==> config.mk <==
export PLATFORM = sky130hd
export DESIGN_NAME = uart_rx
export DESIGN_NICKNAME = d
export VERILOG_FILES = /design/src/rtl/uart_rx.sv
export SDC_FILE = /design/constraint.sdc
export NUM_CORES = 1
export LEC_CHECK = 0
export BUFFER_PORTS_ARGS = -buffer_cell sky130_fd_sc_hd__buf_2
export CORE_UTILIZATION = 55
export DETAILED_ROUTE_END_ITERATION = 12
export PLACE_DENSITY = 0.78
export SLEW_MARGIN = 20
export SYNTH_ARGS = -nofsm -noshare
export SYNTH_HDL_FRONTEND = slang
export SYNTH_SLANG_ARGS = --single-unit
export TNS_END_PERCENT = 100
==> constraint.sdc <==
create_clock -name i_clk -period 7.1 [get_ports i_clk]
set_input_delay 0.71 -clock i_clk [delete_from_list [all_inputs] [get_ports i_clk]]
set_output_delay 0.71 -clock i_clk [all_outputs]
set_load 0.03 [all_outputs]
==> src/rtl/uart_rx.sv <==
// UART receiver, 8N1, LSB first, oversampled by a cycle counter.
// The line is synchronised, the start bit is confirmed at its midpoint,
// and every following bit is sampled one bit period later (its midpoint).
module uart_rx #(
  parameter int CLK_COUNT = 434
) (
  input  logic       i_clk,
  input  logic       i_rst,
  input  logic       i_rx,
  output logic [7:0] o_data,
  output logic       o_valid,
  output logic       o_frame_err,
  output logic       o_busy
);

  typedef enum logic [2:0] {
    IDLE      = 3'd0,
    START_BIT = 3'd1,
    DATA_BIT  = 3'd2,
    STOP_BIT  = 3'd3,
    WAIT_HIGH = 3'd4
  } state_t;

  // Terminal counts: half a bit to reach the start-bit midpoint, a full bit afterwards.
  localparam logic [12:0] HALF_TC = 13'(CLK_COUNT / 2 - 1);
  localparam logic [12:0] FULL_TC = 13'(CLK_COUNT - 1);

  logic        rx_meta_q;
  logic        rx_s_q;
  state_t      state_q;
  logic [12:0] cnt_q;
  logic [2:0]  idx_q;
  logic [7:0]  shift_q;
  logic [7:0]  data_q;
  logic        valid_q;
  logic        frame_err_q;

  // Two-flop synchroniser; resets to the idle (high) line level.
  always_ff @(posedge i_clk or posedge i_rst) begin
    if (i_rst) begin
      rx_meta_q <= 1'b1;
      rx_s_q    <= 1'b1;
    end else begin
      rx_meta_q <= i_rx;
      rx_s_q    <= rx_meta_q;
    end
  end

  // Receive FSM with registered data and one-cycle status pulses.
  always_ff @(posedge i_clk or posedge i_rst) begin
    if (i_rst) begin
      state_q     <= IDLE;
      cnt_q       <= '0;
      idx_q       <= '0;
      shift_q     <= '0;
      data_q      <= '0;
      valid_q     <= 1'b0;
      frame_err_q <= 1'b0;
    end else begin
      valid_q     <= 1'b0;
      frame_err_q <= 1'b0;
      case (state_q)
        IDLE: begin
          cnt_q <= '0;
          idx_q <= '0;
          if (!rx_s_q) begin
            state_q <= START_BIT;
          end
        end
        START_BIT: begin
          if (cnt_q == HALF_TC) begin
            cnt_q   <= '0;
            // A line that is high again at the midpoint was only a glitch.
            state_q <= rx_s_q ? IDLE : DATA_BIT;
          end else begin
            cnt_q <= cnt_q + 13'd1;
          end
        end
        DATA_BIT: begin
          if (cnt_q == FULL_TC) begin
            cnt_q          <= '0;
            shift_q[idx_q] <= rx_s_q;
            idx_q          <= idx_q + 3'd1;
            if (idx_q == 3'd7) begin
              state_q <= STOP_BIT;
            end
          end else begin
            cnt_q <= cnt_q + 13'd1;
          end
        end
        STOP_BIT: begin
          if (cnt_q == FULL_TC) begin
            cnt_q <= '0;
            if (rx_s_q) begin
              data_q  <= shift_q;
              valid_q <= 1'b1;
              state_q <= IDLE;
            end else begin
              // Bad stop bit: report once, then wait out a possible break.
              frame_err_q <= 1'b1;
              state_q     <= WAIT_HIGH;
            end
          end else begin
            cnt_q <= cnt_q + 13'd1;
          end
        end
        WAIT_HIGH: begin
          cnt_q <= '0;
          idx_q <= '0;
          if (rx_s_q) begin
            state_q <= IDLE;
          end
        end
        default: begin
          state_q <= IDLE;
          cnt_q   <= '0;
          idx_q   <= '0;
        end
      endcase
    end
  end

  assign o_data      = data_q;
  assign o_valid     = valid_q;
  assign o_frame_err = frame_err_q;
  assign o_busy      = (state_q != IDLE);

endmodule

==> metrics.log, run 1 <==
[metrics] GRT Total Usage: a little over a fifth
[metrics] core area: roughly 3200 µm²
[metrics] sequential standard cell area: 978.4 µm²
[metrics] detailed-placement wirelength estimate: about 2.4 mm
[metrics] CTS tree: done
[metrics] slowest stage delay, CP: between 0.4 and 0.5 ns
[metrics] worst reg-to-reg setup slack: 4.66 ns
[metrics] number of vias per cell after detailed routing: 5.659
[metrics] critical path required time: about 7.3 ns
[metrics] status: completed
[metrics] beginning of the worst register-to-register path: cnt_q[1]
[metrics] Achievable Freq: 409.4 MHz
[metrics] area share of fa/ha/maj cells after synthesis: approximately 3.3%
[metrics] measured slew at the worst slew-check pin: approximately 0.64 ns
[metrics] final net count: between 150 and 200
[metrics] pin count of the biggest net entering global routing: 40
[metrics] maximum count of clock buffers along a single path: 2
[metrics] number of nets in the synthesized netlist: between 150 and 200
[metrics] Seq cells post-synth: 39
[metrics] Synth Flop Type: sky130_fd_sc_hd__dfrtp_1
[metrics] Die Outline Area: approximately 3700 µm²
[metrics] Avg Inst Size Synth: between 10 and 15 µm²
[metrics] r2r worst-path depth: 7
[metrics] drt first-iter violations: 81
[metrics] synthesized-area fraction occupied by ao, oa, aoi and oai cells: around 4%
[metrics] parity-gate share of the synthesized area counting xor and xnor cells: ~5.6%
[metrics] Critical Path Start Type: flop
[metrics] Cell Area, Placed: 1964 µm²
[metrics] Clock Root Buffer: sky130_fd_sc_hd__clkbuf_4
[metrics] worst clock skew: ~0.0055 ns
[metrics] Max stage delay cell, worst path: sky130_fd_sc_hd__dfrtp_1
[metrics] multi-input combinational cell area: 832.0 µm²
[metrics] capturing point of the worst reg2reg path: o_data[6]
[metrics] via count of the first global-routing pass: between 1000 and 1500
[metrics] ports placed on the boundary: 14
[metrics] CTS Buf Count: 5
[metrics] worst hold path endpoint: rx_s_q
[metrics] ratio of cells with drive above 1 in the final layout: 23.24%
[metrics] worst path cell trace: inv_1 -> ha_1 -> or4bb_1 -> nor4_1 -> buf_4 -> and4_1 -> mux2_2
[metrics] post-route minimum period: roughly 2.4 ns
[metrics] endpoint arrival time on the critical path: approximately 2.7 ns
[metrics] fraction of synthesized area in multiplexers: under 10%
[metrics] wire length per cell: 14.60 µm
[metrics] type of the most critical hold path: reg -> reg
[metrics] post-synth top area share: 49.10%
[metrics] clock slew at the register clock pins of the worst setup and hold paths: between 0.1 and 0.15 ns
[metrics] synthesized-area fraction occupied by and/or/nand/nor cells: between 20% and 30%
[metrics] count of unresolved DRC violations after routing: 0
[metrics] antenna diode count: 0
[metrics] sum of overflow across all layers after global routing: 0
[metrics] post-synthesis instance area: 1886 µm²
[metrics] crit path max fanout: 12
[metrics] remaining number of nets flagged by the antenna check after routing: 0
[metrics] number of synthesized flops with an enable pin: 0
[metrics] synth warn: 0
[metrics] CTS Hold Bufs: 0
[metrics] hold_sp: rx_meta_q
[metrics] number of vias in the routed layout: 1296
[metrics] Die X: about 61 µm
[metrics] register area share after synthesis: ~52%
[metrics] endpoint kind of the worst setup timing path: flop
[metrics] worst supply voltage drop on vdd: around 0.12 mV
[metrics] RePlAce Congestion: approximately 0.89
[metrics] most frequent cell after synthesis: sky130_fd_sc_hd__dfrtp_1
[metrics] non-filler instance count after layout: about 230
[metrics] unrepaired setup endpoints after global routing: false
[metrics] CTS HTree Levels: 2
[metrics] type of the worst setup path: reg -> reg
[metrics] combinational family with the most area after synthesis: simple AND/OR/NAND/NOR gates
[metrics] most instantiated cells after synthesis: sky130_fd_sc_hd__dfrtp_1, sky130_fd_sc_hd__nor2_1, sky130_fd_sc_hd__mux2_2
[metrics] vertical extent of the die: roughly 61 µm
[metrics] First-pass DRT Iterations: 5
[metrics] post-route fraction of the period consumed by the critical path: 34.41%
[metrics] total wire length: approximately 3.3 mm
[metrics] area grow syn2layout: 6.835%
[metrics] number of sinks on the clock net: 39
[metrics] Leak Pwr: 0.9415 nW
[metrics] count of input and output buffers: 13
[metrics] synthesized netlist cell count: 174
[metrics] count of endpoints failing hold in the final timing report: 0
[metrics] cell depth of the worst min-delay path: 0
[metrics] initial antenna violation count: 0
[metrics] placement row count: 20
[metrics] setup total negative slack: 0 ns
[metrics] max-capacitance violation count: 0
[metrics] post-CTS setup repair buffer count: 0
[metrics] global-route wire length before repair: ~5.8 mm
[metrics] number of failing setup endpoints in the final timing report: 0
[metrics] number of filler instances in the final layout: about 270
[metrics] count of cells resized by post-cts repair: 0
[metrics] initial standard-cell utilization of the core: between 50 and 60%
[metrics] final standard cell area without fillers: 2014 µm²
[metrics] total instance count after detailed placement: roughly 220
[metrics] max-slew headroom at the worst pin: a little under three fifths
[metrics] main area contributors after synthesis: sky130_fd_sc_hd__dfrtp_1, sky130_fd_sc_hd__mux2_2, sky130_fd_sc_hd__nor2_1
[metrics] share of synthesized flip-flops with an asynchronous set or reset: 100.0%
[metrics] count of pins over their slew limit: 0
[metrics] clock insertion delay at the later pin of the skew report: 0.34 ns
[metrics] Critical Path Source: cnt_q[1]
[metrics] power per cell area: between 150 and 200 nW/µm²
[metrics] distinct cell type count after synthesis: 34
[metrics] most area-hungry cell type in the Yosys netlist: sky130_fd_sc_hd__dfrtp_1
-- metrics by stage --
stage / hold slack [ns] / worst slack (ns) / utilization (%) / total power, W
4_1_cts: 0.3728 / 4.661 / 63.89 / 0.0003400
3_5_place_dp: 0.3544 / 4.672 / 62.30 / 0.0002343
5_1_grt: 0.3760 / 4.464 / 63.89 / 0.0003524
6_report: 0.3688 / 4.657 / 63.89 / 0.0003371
3_3_place_gp: 0.3498 / 4.734 / 62.30 / 0.0002339
2_1_floorplan: 0.3452 / 4.817 / - / 0.0002317
-- per-layer routing --
metal / global-route usage (%) / wire length, µm
met5: 0 / 0
met4: 10.06 / 53
met3: 5.970 / 141
met2: 33.44 / 1602
met1: 28.37 / 1546
-- flip-flops by register name, indices dropped and copies added (netlist names) --
name         cells
o_data           8
o_frame_err      1
idx_q            3
rx_meta_q        1
shift_q          8
o_valid          1
state_q          3
cnt_q           13
rx_s_q           1
-- cell type report --
| cell class | count | area share (%) |
|---|---|---|
| clock inverter | 1 | 0.2484 |
| inverter | 5 | 0.9317 |
| clock buffer | 7 | 2.236 |
| timing repair buffer | 15 | 3.975 |
| tap | 44 | 2.733 |
| multi-input combinational | 118 | 41.30 |
| sequential | 39 | 48.57 |
-- cell families (layout without fill, tap and decap cells) --
group | after synthesis | count (layout)
flip-flops | 39 | 39
buffers and inverters | 17 | 28
multiplexers | 16 | 16
XOR/XNOR | 12 | 12
AO/OA/AOI/OAI | 10 | 10
AND/OR/NAND/NOR | 75 | 75
adder cells (fa/ha/maj) | 5 | 5
-- worst max-delay path, delay by kind of cell (launching register included) --
family                     cells  cell delay [ns]
muxes                          1             0.39
buffers and inverters          2             0.32
DFF                            1             0.44
adders and majority gates      1             0.13
and+or+nand+nor                3             1.06
-- placed cells by master (no fill, tap or decap) --
cell | synthesis | routed
sky130_fd_sc_hd__nor3_1 | 7 | 7
sky130_fd_sc_hd__dfrtp_1 | 37 | 37
sky130_fd_sc_hd__a21o_1 | 1 | 1
sky130_fd_sc_hd__a2bb2oi_2 | 1 | 1
sky130_fd_sc_hd__clkinv_2 | 0 | 1
sky130_fd_sc_hd__a311o_1 | 1 | 1
sky130_fd_sc_hd__nand2_1 | 11 | 11
sky130_fd_sc_hd__nand3_1 | 11 | 11
sky130_fd_sc_hd__or3_1 | 1 | 1
sky130_fd_sc_hd__inv_1 | 5 | 5
sky130_fd_sc_hd__ha_1 | 5 | 5
sky130_fd_sc_hd__nand4b_1 | 2 | 2
sky130_fd_sc_hd__o211ai_1 | 1 | 1
sky130_fd_sc_hd__and4_1 | 2 | 2
sky130_fd_sc_hd__buf_4 | 0 | 2
sky130_fd_sc_hd__nand4_1 | 7 | 7
sky130_fd_sc_hd__nor4_1 | 3 | 3
sky130_fd_sc_hd__nand2b_1 | 2 | 2
sky130_fd_sc_hd__nor2_1 | 21 | 21
sky130_fd_sc_hd__or4bb_1 | 1 | 1
sky130_fd_sc_hd__nor4_4 | 1 | 1
sky130_fd_sc_hd__nor2b_1 | 3 | 3
sky130_fd_sc_hd__a31oi_1 | 2 | 2
sky130_fd_sc_hd__buf_2 | 3 | 13
sky130_fd_sc_hd__a211oi_1 | 1 | 1
sky130_fd_sc_hd__or4_4 | 2 | 2
sky130_fd_sc_hd__xnor2_1 | 8 | 8
sky130_fd_sc_hd__clkbuf_1 | 7 | 2
sky130_fd_sc_hd__or3b_2 | 1 | 1
sky130_fd_sc_hd__a21oi_1 | 3 | 3
sky130_fd_sc_hd__mux2_1 | 1 | 1
sky130_fd_sc_hd__mux2_2 | 15 | 15
sky130_fd_sc_hd__clkbuf_4 | 0 | 5
sky130_fd_sc_hd__dfstp_2 | 2 | 2
sky130_fd_sc_hd__xor2_1 | 4 | 4
-- worst max-delay path by stage --
stage / to / slack (ns) / depth (start not counted)
floorplan: shift_q[5] / 4.82 / 5
global placement: cnt_q[9] / 4.73 / 6
detailed placement: o_data[6] / 4.67 / 7
CTS: o_data[6] / 4.66 / 7
global route: cnt_q[12] / 4.46 / 6
finish: o_data[6] / 4.66 / 7
-- power breakdown --
part	switching (W)	leakage, nW	internal [W]
combinational	0.00000448	0.389	0.000000953
clock	0.0000688	0.0293	0.0000386
sequential	0.00000114	0.523	0.000223
total	0.0000744	0.941	0.000263
(Power assumes the default switching activity.)
==> run 2: changes to the inputs <==
Clock period 7.1 ns to 2.6 ns, I/O delays scaled along.
==> metrics.log, run 2 (synthesis results as in run 1) <==
[metrics] status: completed
[metrics] crit path max fanout: 9
[metrics] post-route fraction of the period consumed by the critical path: 91.34%
[metrics] maximum count of clock buffers along a single path: 2
[metrics] Achievable Freq: approximately 420 MHz
[metrics] endpoint arrival time on the critical path: approximately 2.6 ns
[metrics] sum of overflow across all layers after global routing: 0
[metrics] number of failing setup endpoints in the final timing report: 0
[metrics] Clock Root Buffer: sky130_fd_sc_hd__clkbuf_4
[metrics] power per cell area: approximately 450 nW/µm²
[metrics] final core utilization: between 60% and 70%
[metrics] type of the worst setup path: reg -> reg
[metrics] max-slew headroom at the worst pin: between 60% and 70%
[metrics] detailed-placement wirelength estimate: 2.360 mm
[metrics] RePlAce Congestion: around 0.84
[metrics] Tot Pwr: slightly above 0.0009 W
[metrics] count of unresolved DRC violations after routing: 0
[metrics] drt first-iter violations: approximately 100
[metrics] critical path required time: between 2 and 3 ns
[metrics] routing usage on met3: about 4.5%
[metrics] core area: around 3200 µm²
[metrics] area grow syn2layout: 8.693%
[metrics] CTS HTree Levels: 2
[metrics] GR Util met2: roughly 35%
[metrics] Die Outline Area: about 3700 µm²
[metrics] most flop-heavy register: cnt_q
[metrics] number of sinks on the clock net: 39
[metrics] CTS tree: done
[metrics] global routing usage on met1: a little under a third
[metrics] clock slew at the register clock pins of the worst setup and hold paths: approximately 0.11 ns
[metrics] final net count: between 150 and 200
[metrics] number of vias per cell after detailed routing: 5.592
[metrics] endpoint kind of the worst setup timing path: flop
[metrics] total instance count after detailed placement: 223
[metrics] vertical extent of the die: 60.55 µm
[metrics] multi-input combinational cell area: about 830 µm²
[metrics] number of flip-flops in the largest register: 13
[metrics] CTS Buf Count: 5
[metrics] count of endpoints failing hold in the final timing report: 0
[metrics] post-CTS setup repair buffer count: 0
[metrics] non-filler instance count after layout: around 230
[metrics] First-pass DRT Iterations: 4
[metrics] clock insertion delay at the later pin of the skew report: 0.34 ns
[metrics] type of the most critical hold path: reg -> reg
[metrics] switching portion of total power: 21.88%
[metrics] ratio of cells with drive above 1 in the final layout: 23.81%
[metrics] Clk pwr share: about a third
[metrics] pin count of the biggest net entering global routing: 27
[metrics] sequential share of power: between 60% and 70%
[metrics] most frequent cells in the layout: sky130_fd_sc_hd__dfrtp_1, sky130_fd_sc_hd__nor2_1, sky130_fd_sc_hd__mux2_2, sky130_fd_sc_hd__buf_2
[metrics] part of the total power dissipated in combinational logic: 1.8%
[metrics] count of input and output buffers: 13
[metrics] ports placed on the boundary: 14
[metrics] initial standard-cell utilization of the core: between 50% and 60%
[metrics] global-route wire length before repair: slightly below 6 mm
[metrics] Top Usage Layer GRT: met2
[metrics] most common library cell in the layout ignoring fill and taps: sky130_fd_sc_hd__dfrtp_1
[metrics] worst supply voltage drop on vdd: approximately 0.28 mV
[metrics] measured slew at the worst slew-check pin: 0.5158 ns
[metrics] GRT Total Usage: between 20% and 30%
[metrics] sequential standard cell area: slightly below 1000 µm²
[metrics] number of filler instances in the final layout: 259
[metrics] worst clock skew: about 0.0086 ns
[metrics] total wire length: around 3.4 mm
[metrics] placement row count: 20
[metrics] remaining number of nets flagged by the antenna check after routing: 0
[metrics] post-route minimum period: between 2 and 2.5 ns
[metrics] count of pins over their slew limit: 0
[metrics] setup total negative slack: 0 ns
[metrics] Die X: just over 60 µm
[metrics] number of vias in the routed layout: around 1300
[metrics] antenna diode count: 0
[metrics] wire length per cell: around 15 µm
[metrics] Leak Pwr: between 0.9 and 1 nW
[metrics] initial antenna violation count: 0
[metrics] via count of the first global-routing pass: 1310
[metrics] unrepaired setup endpoints after global routing: false
[metrics] switching power of the nets: slightly above 0.0002 W
[metrics] max-capacitance violation count: 0
[metrics] Hold WS: between 0.3 and 0.4 ns
[metrics] Internal: just over 0.0007 W
[metrics] Critical Path Start Type: flop
[run 2: cell type report]
class                           count  area share (%)
Sequential cell                    39           47.74
Clock buffer                        7           2.198
Inverter                            5          0.9157
Clock inverter                      1          0.2442
Tap cell                           44           2.686
Timing Repair Buffer               19           5.617
Multi-Input combinational cell    118           40.60
[run 2: power groups by stage]
stage	clock network, W	registers, W	logic, W
final	0.000291	0.000613	0.0000169
after global routing	0.000327	0.000613	0.0000203
after CTS	0.000304	0.000613	0.0000179
after detailed placement	0	0.000624	0.0000156
after global placement	0	0.000624	0.0000147
after floorplan	0	0.000622	0.0000112
[run 2: worst paths after layout]
path | start | to | slack [ns] | depth (start not counted)
max in group asynchronous | i_rst | rx_s_q | 1.36 | 4
worst max register to register | cnt_q[9] | o_data[6] | 0.23 | 4
worst min-delay path | rx_meta_q | rx_s_q | 0.37 | 0
min in group asynchronous | i_rst | cnt_q[8] | 0.48 | 3
worst min register to register | rx_meta_q | rx_s_q | 0.37 | 0
worst max-delay path | cnt_q[9] | o_data[6] | 0.23 | 4
[run 2: routing by layer]
layer  share of wire [%]  vias up
met5                   0        -
met4                 1.2        0
met3                 4.4        7
met2                  46       43
met1                  48      618
li1                    -      635
[run 2: what timing repair did]
item                                   in CTS  in global routing
endpoints found under the hold margin      14                  0
hold buffers                                2                  0
gates resized for setup                     0                  0
[run 2: through the flow]
| stage | cell area [µm²] | worst slack [ns] |
|---|---|---|
| 2_1_floorplan | 1886 | 0.3166 |
| 3_3_place_gp | 1979 | 0.3204 |
| 3_5_place_dp | 1979 | 0.2665 |
| 4_1_cts | 2049 | 0.2307 |
| 5_1_grt | 2049 | 0.1594 |
| 6_report | 2049 | 0.2252 |
[run 2: critical path, cell delays in order (launching register included)]
cell and delay, ns:
sky130_fd_sc_hd__dfrtp_1 0.45, sky130_fd_sc_hd__or4_4 0.57, sky130_fd_sc_hd__nor4_1 0.35, sky130_fd_sc_hd__and4_1 0.51
sky130_fd_sc_hd__mux2_2 0.39
